## src/rtl/hazard_scoreboard.sv

```systemverilog
// In-order pipeline hazard scoreboard: tracks pending register writers in the
// downstream stages and raises stall for data hazards and post-branch bubbles.
module hazard_scoreboard #(
  parameter int REG_W      = 3,
  parameter int DEPTH      = 3,
  parameter int FWD_EN     = 0,
  parameter int BR_BUBBLES = 2
) (
  input  logic             clk,
  input  logic             rst,
  input  logic             id_valid,
  input  logic [REG_W-1:0] id_rs,
  input  logic [REG_W-1:0] id_rt,
  input  logic             id_use_rs,
  input  logic             id_use_rt,
  input  logic             id_wr,
  input  logic [REG_W-1:0] id_dest,
  input  logic             id_load,
  input  logic             id_branch,
  output logic             stall,
  output logic [15:0]      stall_cnt
);

  localparam logic [3:0]  BR_LOAD = 4'(BR_BUBBLES);
  localparam logic [15:0] CNT_MAX = 16'hFFFF;

  logic [DEPTH-1:0] ent_valid;
  logic [DEPTH-1:0] ent_load;
  logic [REG_W-1:0] ent_dest [DEPTH];

  logic [DEPTH-1:0] rs_match;
  logic [DEPTH-1:0] rt_match;
  logic             data_hazard;
  logic [3:0]       br_cnt;
  logic             br_accept;

  // Entry 0 mirrors the instruction leaving decode; a stall injects a bubble.
  always_ff @(posedge clk or posedge rst) begin
    if (rst) begin
      ent_valid <= '0;
      ent_load  <= '0;
      for (int k = 0; k < DEPTH; k++) begin
        ent_dest[k] <= '0;
      end
    end else begin
      if (stall) begin
        ent_valid[0] <= 1'b0;
        ent_load[0]  <= 1'b0;
        ent_dest[0]  <= '0;
      end else begin
        ent_valid[0] <= id_valid & id_wr;
        ent_load[0]  <= id_load;
        ent_dest[0]  <= id_dest;
      end
      for (int k = 1; k < DEPTH; k++) begin
        ent_valid[k] <= ent_valid[k-1];
        ent_load[k]  <= ent_load[k-1];
        ent_dest[k]  <= ent_dest[k-1];
      end
    end
  end

  always_comb begin
    rs_match = '0;
    rt_match = '0;
    for (int k = 0; k < DEPTH; k++) begin
      rs_match[k] = ent_valid[k] & id_use_rs & (id_rs == ent_dest[k]);
      rt_match[k] = ent_valid[k] & id_use_rt & (id_rt == ent_dest[k]);
    end
  end

  // With forwarding only a load still in EX cannot supply its result in time.
  always_comb begin
    data_hazard = 1'b0;
    if (FWD_EN == 0) begin
      data_hazard = |(rs_match | rt_match);
    end else begin
      data_hazard = (rs_match[0] | rt_match[0]) & ent_load[0];
    end
  end

  assign stall     = ~rst & ((id_valid & data_hazard) | (br_cnt != 4'd0));
  assign br_accept = id_valid & id_branch & ~stall;

  // A branch held by a data stall only arms the bubble counter once accepted.
  always_ff @(posedge clk or posedge rst) begin
    if (rst) begin
      br_cnt <= 4'd0;
    end else if (br_accept) begin
      br_cnt <= BR_LOAD;
    end else if (br_cnt != 4'd0) begin
      br_cnt <= br_cnt - 4'd1;
    end
  end

  always_ff @(posedge clk or posedge rst) begin
    if (rst) begin
      stall_cnt <= 16'd0;
    end else if (stall && (stall_cnt != CNT_MAX)) begin
      stall_cnt <= stall_cnt + 16'd1;
    end
  end

endmodule

```

## config.mk

```make
export PLATFORM = sky130hd
export DESIGN_NAME = hazard_scoreboard
export DESIGN_NICKNAME = d
export VERILOG_FILES = /design/src/rtl/hazard_scoreboard.sv
export SDC_FILE = /design/constraint.sdc
export NUM_CORES = 1
export LEC_CHECK = 0
export ABC_AREA = 1
export BUFFER_PORTS_ARGS = -buffer_cell sky130_fd_sc_hd__buf_2
export CORE_MARGIN = 2
export CORE_UTILIZATION = 56
export CTS_CLUSTER_SIZE = 28
export DETAILED_ROUTE_END_ITERATION = 10
export GPL_ROUTABILITY_DRIVEN = 0
export GPL_TIMING_DRIVEN = 0
export HOLD_SLACK_MARGIN = 0.15
export PLACE_DENSITY_LB_ADDON = 0.08
export REMOVE_ABC_BUFFERS = 1
export SLEW_MARGIN = 10
export SYNTH_ARGS = -nofsm -noshare
export SYNTH_HDL_FRONTEND = slang
export SYNTH_SLANG_ARGS = --single-unit
```

## constraint.sdc

```tcl
create_clock -name clk -period 1.9 [get_ports clk]
set_input_delay 0.095 -clock clk [delete_from_list [all_inputs] [get_ports clk]]
set_output_delay 0.095 -clock clk [all_outputs]
set_load 0.005 [all_outputs]
```

==> impl_table.tex, run 1 <==
\begin{tabular}{lr}
\hline
Metric & Value \\
\hline
\multicolumn{2}{l}{\textbf{Outcome}} \\
\quad Run status & finished clean \\
\multicolumn{2}{l}{\textbf{STA}} \\
\quad Final worst clock skew & 13.3 ps \\
\quad Slew margin rel. & 75.8\% \\
\quad Final total negative setup slack & 0 ps \\
\quad Actual transition at the worst max-transition pin & 363 ps \\
\quad Fmax achieved & 561 MHz \\
\quad Final setup violating endpoints & 0 \\
\quad Final min period & 1780 ps \\
\quad Final period util & 93.7\% \\
\quad Unrepaired setup endpoints after global routing & yes \\
\quad Post-route setup slack & 119 ps \\
\quad Number of pins with negative max-slew slack in the final report & 0 \\
\quad Final Hold Violating Endpoints & 0 \\
\quad Worst-case hold slack & 226 ps \\
\multicolumn{2}{l}{\textbf{Route}} \\
\quad Total Wirelength & 4520 um \\
\quad First DRT Iteration DRCs & 130 \\
\quad Vias per Instance & 5.04 \\
\quad Post-route ant nets & 0 \\
\quad DRC violations left & 0 \\
\quad Detailed Routing Iterations Pass 1 & 4 \\
\quad Via count & 1,864 \\
\quad Detailed-route wire length per cell & 12.2 um \\
\multicolumn{2}{l}{\textbf{Global route}} \\
\quad Met3 usage & 4.50\% \\
\quad Pin count of the biggest net entering global routing & 33 \\
\quad Grt total ovfl & 0 \\
\quad Overall fraction of global-route tracks in use & 24.6\% \\
\quad Vias in the first global route & 1,738 \\
\quad Met1 routing resource usage after global routing & 34.5\% \\
\quad Global-route wire length before repair & 7750 um \\
\quad Number of antenna violations at the first check in global routing & 0 \\
\quad Met2 usage in global routing & 38.6\% \\
\quad Busiest grt layer & met2 \\
\multicolumn{2}{l}{\textbf{Placement}} \\
\quad IO Port Bufs & 32 \\
\quad Cell count after placement & 345 \\
\quad HPWL Detailed & 2820 um \\
\quad Worst slack at placement & -54.7 ps \\
\quad Post-DP Area & 2150 sq um \\
\multicolumn{2}{l}{\textbf{Cells and area}} \\
\quad Layout cells sized above 1 & 20.7\% \\
\quad Top library cells by usage in the layout, fill and taps aside & nand2\_1 (105), nor2\_1 (33), buf\_2 (32), dfrtp\_1 (31), inv\_1 (25) \\
\quad Most frequent standard cell in the layout excluding fill and tap cells & nand2\_1 \\
\quad Post-Layout Cell Count & 370 \\
\quad Post-layout nets & 344 \\
\quad Post-layout instance area & 2410 sq um \\
\quad Area growth from synthesis to layout & 23.3\% \\
\quad Number of antenna diodes & 0 \\
\multicolumn{2}{l}{\textbf{Synthesis}} \\
\quad Number of warnings printed during yosys synthesis & 0 \\
\quad Post-synth top area share & 41.0\% \\
\quad Sequential fraction of the synthesis area & 41.0\% \\
\quad Dominant cell type by area after synthesis & dfrtp\_1 \\
\quad Main combinational cell family by area after synthesis & simple AND/OR/NAND/NOR gates \\
\quad Multiplexer share of the synthesized area & 0\% \\
\quad Mean post-synth cell area & 7.20 sq um \\
\quad Post-synth design cell area & 1950 sq um \\
\quad Share of synthesized cell area in and, or, nand and nor gates & 39.4\% \\
\quad Share of the synthesized area in compound gates (AO/OA/AOI/OAI) & 2.18\% \\
\quad Leading post-synthesis cells by cell area & dfrtp\_1 (41\%), nand2\_1 (21\%), nor2\_1 (6.5\%), inv\_1 (5.6\%), nand4\_1 (5.1\%) \\
\quad Syn Inst Count & 271 \\
\quad Yosys cell types & 24 \\
\quad Post-synthesis share of cell area spent on full adders, half adders and majority gates & 1.92\% \\
\quad Synthesis-stage register bit count & 32 \\
\quad Share of the synthesized netlist area taken by xor and xnor gates & 8.08\% \\
\multicolumn{2}{l}{\textbf{Power and ir drop}} \\
\quad Proportion of power drawn by flip-flops and latches & 45.4\% \\
\quad Combinational cell fraction of total power & 36.5\% \\
\quad Power Internal & 0.00129 W \\
\quad Clock network power share & 18.1\% \\
\quad NetSw & 0.000813 W \\
\quad Switching share of power & 38.7\% \\
\quad Worst vdd ir & 0.000725 V \\
\quad Static leakage & 1.35 nW \\
\quad Total power density per cell area & 873 nW/um\^{}2 \\
\multicolumn{2}{l}{\textbf{Critical path}} \\
\quad Highest cell delay on the worst timing path & 430 ps \\
\quad Setup Crit Path Kind & reg -> out \\
\quad Startpoint type of the worst setup path & flop \\
\quad CP Capture Type & output pin \\
\quad CP top delay family & simple AND/OR/NAND/NOR gates \\
\quad Highest fanout seen on the critical path & 4 \\
\quad Worst endpoint data arrival time & 1690 ps \\
\quad Data required time of the critical path & 1800 ps \\
\quad Sequence of cells on the critical path & buf\_4, nand2\_1, nand2\_1, nor2\_1, nand2\_1, nand2\_1, nor2\_1, nand2\_1, nand2\_2, nand2\_4, nand2\_4, inv\_4, buf\_2 \\
\quad Crit-path slowest cell & dfrtp\_1 \\
\quad Cell mode on critical path & nand2\_1 \\
\quad Buffers plus inverters on the worst setup path & 3 \\
\multicolumn{2}{l}{\textbf{CTS}} \\
\quad Clk Tree Root Cell & clkbuf\_4 \\
\quad Clock transition time at the flip-flop clock pins of the worst setup and hold paths & 110 ps \\
\quad Worst skew pair latency & 340 ps \\
\quad Largest buffer count on any clock path & 2 \\
\quad Clock tree from TritonCTS & done \\
\quad Number of H-tree branching levels & 2 \\
\quad Clock sink total & 32 \\
\quad Number of buffers created by CTS & 5 \\
\multicolumn{2}{l}{\textbf{Flow run}} \\
\quad Count of max-cap constraint violations & 0 \\
\multicolumn{2}{l}{\textbf{Die}} \\
\quad Die ar. & 3970 sq um \\
\quad Die H & 63.0 um \\
\quad Starting density of the core & 58.5\% \\
\quad Die boundary width & 63.0 um \\
\quad Site Rows & 21 \\
\quad Placeable core region & 3340 sq um \\
\quad Io pins & 34 \\
\multicolumn{2}{l}{\textbf{Min path}} \\
\quad Type of the tightest min-delay check & in -> reg \\
\hline
\end{tabular}
## worst register-to-register path: stages (launching register included)
cell,delay (ps)
dfrtp_2,430
ha_1,210
nand3_2,150
nor2_4,160
nand2_2,100
nor2_4,110
nand4_4,90
buf_12,180
nand3_4,120
nand2_1,80
nand2_1,60
## power groups by stage
| stage | logic (W) | clock network, W | registers, W |
|---|---|---|---|
| floorplan | 0.000458 | 0 | 0.000934 |
| global placement | 0.000608 | 0 | 0.000956 |
| detailed placement | 0.000631 | 0 | 0.000962 |
| CTS | 0.000688 | 0.000387 | 0.000951 |
| global route | 0.000880 | 0.000416 | 0.000974 |
| finish | 0.000768 | 0.000380 | 0.000953 |
## cells in the mapped netlist (all sizes together)
cell type  count
xor2          10
dfrtp         32
inv           31
buf            3
clkbuf         1
o21ai          4
a21oi          3
clkinv         1
nand2        109
nor3           4
nor2          36
xnor2          8
ha             3
nand4         17
nand3          8
a21boi         1
## registers in the layout, indices dropped and copies added, names as in the netlist
signal / flops
br_cnt: 4
ent_valid: 3
ent_dest: 9
stall_cnt: 16
## stage by stage
stage / power (W) / utilization [%]
final: 0.00210 / 72.1
after global routing: 0.00227 / 72.1
after CTS: 0.00203 / 70.3
after detailed placement: 0.00159 / 64.3
after global placement: 0.00156 / 64.3
after floorplan: 0.00139 / -
## what timing repair did
| item | in CTS | in global routing |
|---|---|---|
| setup buffers | 2 | 6 |
| endpoints found under the setup margin | 17 | 17 |
| resized for setup | 4 | 10 |
| gates cloned | 1 | 0 |
| endpoints found under the hold margin | 40 | 0 |
| pin swaps | 2 | 5 |
| hold buffers | 9 | 0 |
## cell type report
class                      count  area (sq um)
multi-input combinational    204          1040
fill                         304           930
sequential                    32           802
timing repair buffer          49           337
inverter                      32           124
tap                           46          57.6
clock buffer                   6          41.3
clock inverter                 1          5.00
## cell families (layout without fill, tap and decap cells)
family          after synthesis  count (layout)
xor+xnor                     18              18
compound gates                8               8
fa+ha+maj                     3               3
flops                        32              32
simple gates                174             175
buf+inv                      36              88
## final timing paths
kind / startpoint / end / slack (ps) / depth (start not counted)
setup / recovery: ent_dest[6] / stall / 120 / 13
hold / removal: id_valid / br_cnt[3] / 230 / 5
setup reg to reg: stall_cnt[0] / stall_cnt[8] / 160 / 10
hold reg to reg: ent_valid[0] / ent_valid[1] / 410 / 0
max in group asynchronous: rst / stall_cnt[0] / 1150 / 4
min in group asynchronous: rst / ent_dest[0] / 560 / 4
## per-layer routing
layer / up-vias / share of wire (%)
met1: 874 / 49
met3: 4 / 4.4
met2: 38 / 46
li1: 948 / -
met5: - / 0
met4: 0 / 0.86
Power figures use the tool's default switching activity.
==> run 2, diff against run 1 <==
==> constraint.sdc (replaced) <==
create_clock -name clk -period 1.9 [get_ports clk]
set_input_delay 0.19 -clock clk [delete_from_list [all_inputs] [get_ports clk]]
set_output_delay 0.19 -clock clk [all_outputs]
set_load 0.005 [all_outputs]
==> impl_table.tex, run 2 (synthesized netlist as in run 1, its figures left out) <==
\begin{tabular}{lr}
\hline
Metric & Value \\
\hline
\multicolumn{2}{l}{\textbf{Cells and area}} \\
\quad Post-Layout Cell Count & 369 \\
\quad Layout cells sized above 1 & 21.1\% \\
\quad Post-layout nets & 343 \\
\quad Largest regs & stall\_cnt: 16 flops, ent\_dest: 9 flops, br\_cnt: 4 flops \\
\quad Fraction of the core area covered by cells at the end of the flow & 71.8\% \\
\quad Area growth from synthesis to layout & 22.7\% \\
\quad Biggest register & stall\_cnt \\
\quad Number of antenna diodes & 0 \\
\quad Max reg flops & 16 \\
\quad Most frequent standard cell in the layout excluding fill and tap cells & nand2\_1 \\
\quad Top library cells by usage in the layout, fill and taps aside & nand2\_1 (105), nor2\_1 (33), dfrtp\_1 (31), buf\_2 (31), inv\_1 (25) \\
\multicolumn{2}{l}{\textbf{STA}} \\
\quad Post-route setup slack & 56.4 ps \\
\quad Unrepaired setup endpoints after global routing & yes \\
\quad Final worst clock skew & 14.2 ps \\
\quad Final Hold Violating Endpoints & 0 \\
\quad Final period util & 97.0\% \\
\quad Final min period & 1840 ps \\
\quad Final total negative setup slack & 0 ps \\
\quad Slew margin rel. & 74.9\% \\
\quad Fmax achieved & 542 MHz \\
\quad Final setup violating endpoints & 0 \\
\quad Number of pins with negative max-slew slack in the final report & 0 \\
\quad Actual transition at the worst max-transition pin & 377 ps \\
\multicolumn{2}{l}{\textbf{Global route}} \\
\quad Grt total ovfl & 0 \\
\quad Number of antenna violations at the first check in global routing & 0 \\
\quad Pin count of the biggest net entering global routing & 33 \\
\quad Global-route wire length before repair & 7650 um \\
\quad Vias in the first global route & 1,709 \\
\quad Overall fraction of global-route tracks in use & 24.3\% \\
\multicolumn{2}{l}{\textbf{Die}} \\
\quad Starting density of the core & 58.5\% \\
\quad Die ar. & 3970 sq um \\
\quad Io pins & 34 \\
\quad Site Rows & 21 \\
\quad Die boundary width & 63.0 um \\
\quad Placeable core region & 3340 sq um \\
\quad Die H & 63.0 um \\
\multicolumn{2}{l}{\textbf{Power and ir drop}} \\
\quad Static leakage & 1.35 nW \\
\quad Proportion of power drawn by flip-flops and latches & 45.9\% \\
\quad Power Internal & 0.00128 W \\
\quad Total power density per cell area & 867 nW/um\^{}2 \\
\quad NetSw & 0.000798 W \\
\quad Worst vdd ir & 0.000743 V \\
\quad Total power consumption of the routed design & 0.00208 W \\
\quad Combinational cell fraction of total power & 35.9\% \\
\quad Switching share of power & 38.4\% \\
\quad Clock network power share & 18.2\% \\
\multicolumn{2}{l}{\textbf{CTS}} \\
\quad Clock sink total & 32 \\
\quad Clock transition time at the flip-flop clock pins of the worst setup and hold paths & 110 ps \\
\quad Largest buffer count on any clock path & 2 \\
\quad Worst skew pair latency & 330 ps \\
\quad Clock tree from TritonCTS & done \\
\quad Clk Tree Root Cell & clkbuf\_4 \\
\quad Number of H-tree branching levels & 2 \\
\quad Number of buffers created by CTS & 5 \\
\multicolumn{2}{l}{\textbf{Critical path}} \\
\quad Setup Crit Path Kind & reg -> out \\
\quad CP Capture Type & output pin \\
\quad Highest fanout seen on the critical path & 4 \\
\quad Worst Reg-to-Reg Cells & 14 \\
\quad Startpoint type of the worst setup path & flop \\
\quad Worst endpoint data arrival time & 1650 ps \\
\quad Data required time of the critical path & 1710 ps \\
\multicolumn{2}{l}{\textbf{Route}} \\
\quad DRC violations left & 0 \\
\quad Post-route ant nets & 0 \\
\quad Detailed Routing Iterations Pass 1 & 4 \\
\quad Vias per Instance & 5.07 \\
\quad Total Wirelength & 4410 um \\
\quad Detailed-route wire length per cell & 12.0 um \\
\quad Via count & 1,872 \\
\quad First DRT Iteration DRCs & 143 \\
\multicolumn{2}{l}{\textbf{Placement}} \\
\quad Worst slack at placement & -94.5 ps \\
\quad IO Port Bufs & 32 \\
\quad HPWL Detailed & 2820 um \\
\quad Cell count after placement & 345 \\
\multicolumn{2}{l}{\textbf{Outcome}} \\
\quad Run status & finished clean \\
\multicolumn{2}{l}{\textbf{Flow run}} \\
\quad Count of max-cap constraint violations & 0 \\
\multicolumn{2}{l}{\textbf{Min path}} \\
\quad Worst hold path depth & 4 \\
\quad Type of the tightest min-delay check & in -> reg \\
\hline
\end{tabular}
-- run 2: path summary, 6_finish.rpt --
check                                 to  slack, ps          from
min reg2reg                 ent_valid[1]        410  ent_valid[0]
min in group asynchronous    ent_dest[0]        670           rst
min                            br_cnt[2]        180     id_branch
max reg2reg                stall_cnt[13]        120   ent_dest[6]
max in group asynchronous   stall_cnt[0]       1050           rst
max                                stall         60   ent_dest[6]
-- run 2: power groups by stage --
stage | clock [W] | sequential (W) | combinational [W]
finish | 0.000378 | 0.000953 | 0.000746
global route | 0.000416 | 0.000974 | 0.000861
CTS | 0.000387 | 0.000951 | 0.000687
detailed placement | 0 | 0.000962 | 0.000631
global placement | 0 | 0.000956 | 0.000608
floorplan | 0 | 0.000934 | 0.000458
-- run 2: critical path, stage by stage (launching register included) --
cell,delay [ps]
dfrtp_1,430
buf_4,150
nand2_1,50
nand2_1,50
nor2_1,70
nand2_1,50
nand2_1,50
nor2_1,40
nand2_1,80
nand2_2,70
nand2_4,70
nand2_4,60
inv_2,80
buf_6,90
-- run 2: stage by stage --
step	instance area [sq um]	hold WS, ps
floorplan	1930	286
global placement	2140	380
detailed placement	2150	349
CTS	2340	177
global route	2390	204
finish	2390	182
-- run 2: layer usage --
metal | vias up | global-route usage (%) | wire (um) | share of wire, %
met5 | - | 0 | 0 | 0
met4 | 0 | 7.78 | 40 | 0.91
met3 | 5 | 4.86 | 184 | 4.2
met2 | 44 | 37.6 | 2030 | 46
met1 | 880 | 34.2 | 2160 | 49
li1 | 943 | - | - | -
-- run 2: layout make-up --
cell class,instances,area [sq um]
well taps,46,57.6
flip-flops and latches,32,802
repair buffers,48,327
multi-input cells,204,1040
clock buffers,6,41.3
clock inverters,1,5.00
fillers,316,942
inverters,32,121
-- run 2: repair_timing --
action,CTS,global route
resized for setup,3,10
pin swaps,2,10
setup endpoints to repair,17,17
buffers inserted,5,4
hold endpoints to repair,36,0
gates cloned,1,0
hold buffers,7,0
==> run 3, diff against run 2 <==
==> constraint.sdc (replaced) <==
create_clock -name clk -period 2.3 [get_ports clk]
set_input_delay 0.23 -clock clk [delete_from_list [all_inputs] [get_ports clk]]
set_output_delay 0.23 -clock clk [all_outputs]
set_load 0.005 [all_outputs]
==> impl_table.tex, run 3 (synthesized netlist as in run 1, its figures left out) <==
\begin{tabular}{lr}
\hline
Metric & Value \\
\hline
\multicolumn{2}{l}{\textbf{Cells and area}} \\
\quad Area growth from synthesis to layout & 17.2\% \\
\quad Most frequent standard cell in the layout excluding fill and tap cells & nand2\_1 \\
\quad Number of antenna diodes & 0 \\
\quad Largest regs & stall\_cnt: 16 flops, ent\_dest: 9 flops, br\_cnt: 4 flops \\
\quad Post-Layout Cell Count & 360 \\
\quad Layout cells sized above 1 & 16.9\% \\
\quad Biggest register & stall\_cnt \\
\quad Top library cells by usage in the layout, fill and taps aside & nand2\_1 (106), nor2\_1 (34), dfrtp\_1 (32), buf\_2 (32), inv\_1 (28) \\
\quad Post-layout nets & 334 \\
\quad Max reg flops & 16 \\
\multicolumn{2}{l}{\textbf{Critical path}} \\
\quad Data required time of the critical path & 2070 ps \\
\quad Highest fanout seen on the critical path & 5 \\
\quad Worst endpoint data arrival time & 1710 ps \\
\quad CP Capture Type & output pin \\
\quad Startpoint type of the worst setup path & flop \\
\quad Setup Crit Path Kind & reg -> out \\
\multicolumn{2}{l}{\textbf{STA}} \\
\quad Post-route setup slack & 357 ps \\
\quad Fmax achieved & 515 MHz \\
\quad Final period util & 84.5\% \\
\quad Actual transition at the worst max-transition pin & 325 ps \\
\quad Number of pins with negative max-slew slack in the final report & 0 \\
\quad Final setup violating endpoints & 0 \\
\quad Slew margin rel. & 78.3\% \\
\quad Final worst clock skew & 9.75 ps \\
\quad Final min period & 1940 ps \\
\quad Worst-case hold slack & 231 ps \\
\quad Unrepaired setup endpoints after global routing & no \\
\quad Final Hold Violating Endpoints & 0 \\
\multicolumn{2}{l}{\textbf{Die}} \\
\quad Die ar. & 3970 sq um \\
\quad Placeable core region & 3340 sq um \\
\quad Die boundary width & 63.0 um \\
\quad Site Rows & 21 \\
\quad Starting density of the core & 58.5\% \\
\quad Io pins & 34 \\
\quad Die H & 63.0 um \\
\multicolumn{2}{l}{\textbf{Global route}} \\
\quad Number of antenna violations at the first check in global routing & 0 \\
\quad Grt total ovfl & 0 \\
\quad Pin count of the biggest net entering global routing & 33 \\
\quad Global-route wire length before repair & 7450 um \\
\quad Vias in the first global route & 1,683 \\
\quad Overall fraction of global-route tracks in use & 23.4\% \\
\multicolumn{2}{l}{\textbf{Route}} \\
\quad Detailed-route wire length per cell & 11.4 um \\
\quad Detailed Routing Iterations Pass 1 & 4 \\
\quad Post-route ant nets & 0 \\
\quad Via count & 1,784 \\
\quad DRC violations left & 0 \\
\quad Vias per Instance & 4.96 \\
\quad First DRT Iteration DRCs & 133 \\
\quad Total Wirelength & 4090 um \\
\multicolumn{2}{l}{\textbf{Outcome}} \\
\quad Run status & finished clean \\
\multicolumn{2}{l}{\textbf{Placement}} \\
\quad IO Port Bufs & 32 \\
\quad Worst slack at placement & 225 ps \\
\quad HPWL Detailed & 2820 um \\
\quad Cell count after placement & 345 \\
\multicolumn{2}{l}{\textbf{CTS}} \\
\quad Clock transition time at the flip-flop clock pins of the worst setup and hold paths & 110 ps \\
\quad Clock tree from TritonCTS & done \\
\quad Largest buffer count on any clock path & 2 \\
\quad Clk Tree Root Cell & clkbuf\_4 \\
\quad Number of H-tree branching levels & 2 \\
\quad Number of buffers created by CTS & 5 \\
\quad Worst skew pair latency & 330 ps \\
\quad Clock sink total & 32 \\
\multicolumn{2}{l}{\textbf{Min path}} \\
\quad Type of the tightest min-delay check & in -> reg \\
\multicolumn{2}{l}{\textbf{Flow run}} \\
\quad Count of max-cap constraint violations & 0 \\
\multicolumn{2}{l}{\textbf{Power and ir drop}} \\
\quad Total power density per cell area & 717 nW/um\^{}2 \\
\quad Worst vdd ir & 0.000573 V \\
\quad Static leakage & 1.30 nW \\
\hline
\end{tabular}
==> run 3: cell count changes in the layout (fill, tap and decap cells not counted), sizes merged <==
cell   delta
buf       -8
nand3     -1
==> run 3: cell type report <==
cell class | instances | area (sq um)
Clock buffer | 6 | 41.3
Multi-Input combinational cell | 203 | 1010
Sequential cell | 32 | 801
Timing Repair Buffer | 40 | 248
Inverter | 32 | 121
Tap cell | 46 | 57.6
Fill cell | 336 | 1050
Clock inverter | 1 | 5.00
==> run 3: routing by layer <==
layer	track usage, %	share of wire [%]	vias up
met1	33.3	50	827
met2	35.9	46	29
met3	4.50	3.5	4
li1	-	-	924
met4	7.50	0.66	0
met5	0	0	-
==> run 3: worst paths after layout <==
check	startpoint	end	slack [ps]	cells after the start
hold / removal	id_branch	br_cnt[2]	230	4
hold reg to reg	ent_dest[5]	ent_dest[2]	410	0
min in group asynchronous	rst	ent_dest[0]	670	4
setup / recovery	ent_dest[2]	stall	360	11
setup reg to reg	stall_cnt[0]	stall_cnt[8]	360	9
max in group asynchronous	rst	ent_valid[0]	1450	4
==> run 3: what timing repair did <==
action	4_1_cts	5_1_grt
gates resized for setup	1	2
pin swaps	0	1
hold buffers	7	0
setup buffers	0	1
endpoints found under the hold margin	36	0
gates cloned	0	0
setup endpoints to repair	1	1
==> run 3: worst max-delay path, cell delays in order, from the launching register on <==
cell     delay [ps]
dfrtp_1         410
xor2_1          150
nor2_1          100
nand2_1          60
nand2_1          70
nand2_1          50
nand2_1          70
nand2_1          80
nand2_4          80
nand2_2          90
inv_2           110
buf_2           120
==> run 3: where the power goes <==
group          internal, W  total [W]  switching, W
combinational     0.000231   0.000546      0.000314
sequential        0.000667   0.000786      0.000119
clock             0.000113   0.000307      0.000195
==> run 3: stage by stage <==
| stage | utilization (%) | cell area (sq um) | TNS, ps | power, W |
|---|---|---|---|---|
| 2_1_floorplan | - | 1930 | 0 | 0.00115 |
| 3_3_place_gp | 64.3 | 2140 | -7620 | 0.00129 |
| 3_5_place_dp | 64.3 | 2150 | 0 | 0.00132 |
| 4_1_cts | 68.2 | 2280 | 0 | 0.00164 |
| 5_1_grt | 68.5 | 2290 | 0 | 0.00179 |
| 6_report | 68.5 | 2290 | 0 | 0.00164 |
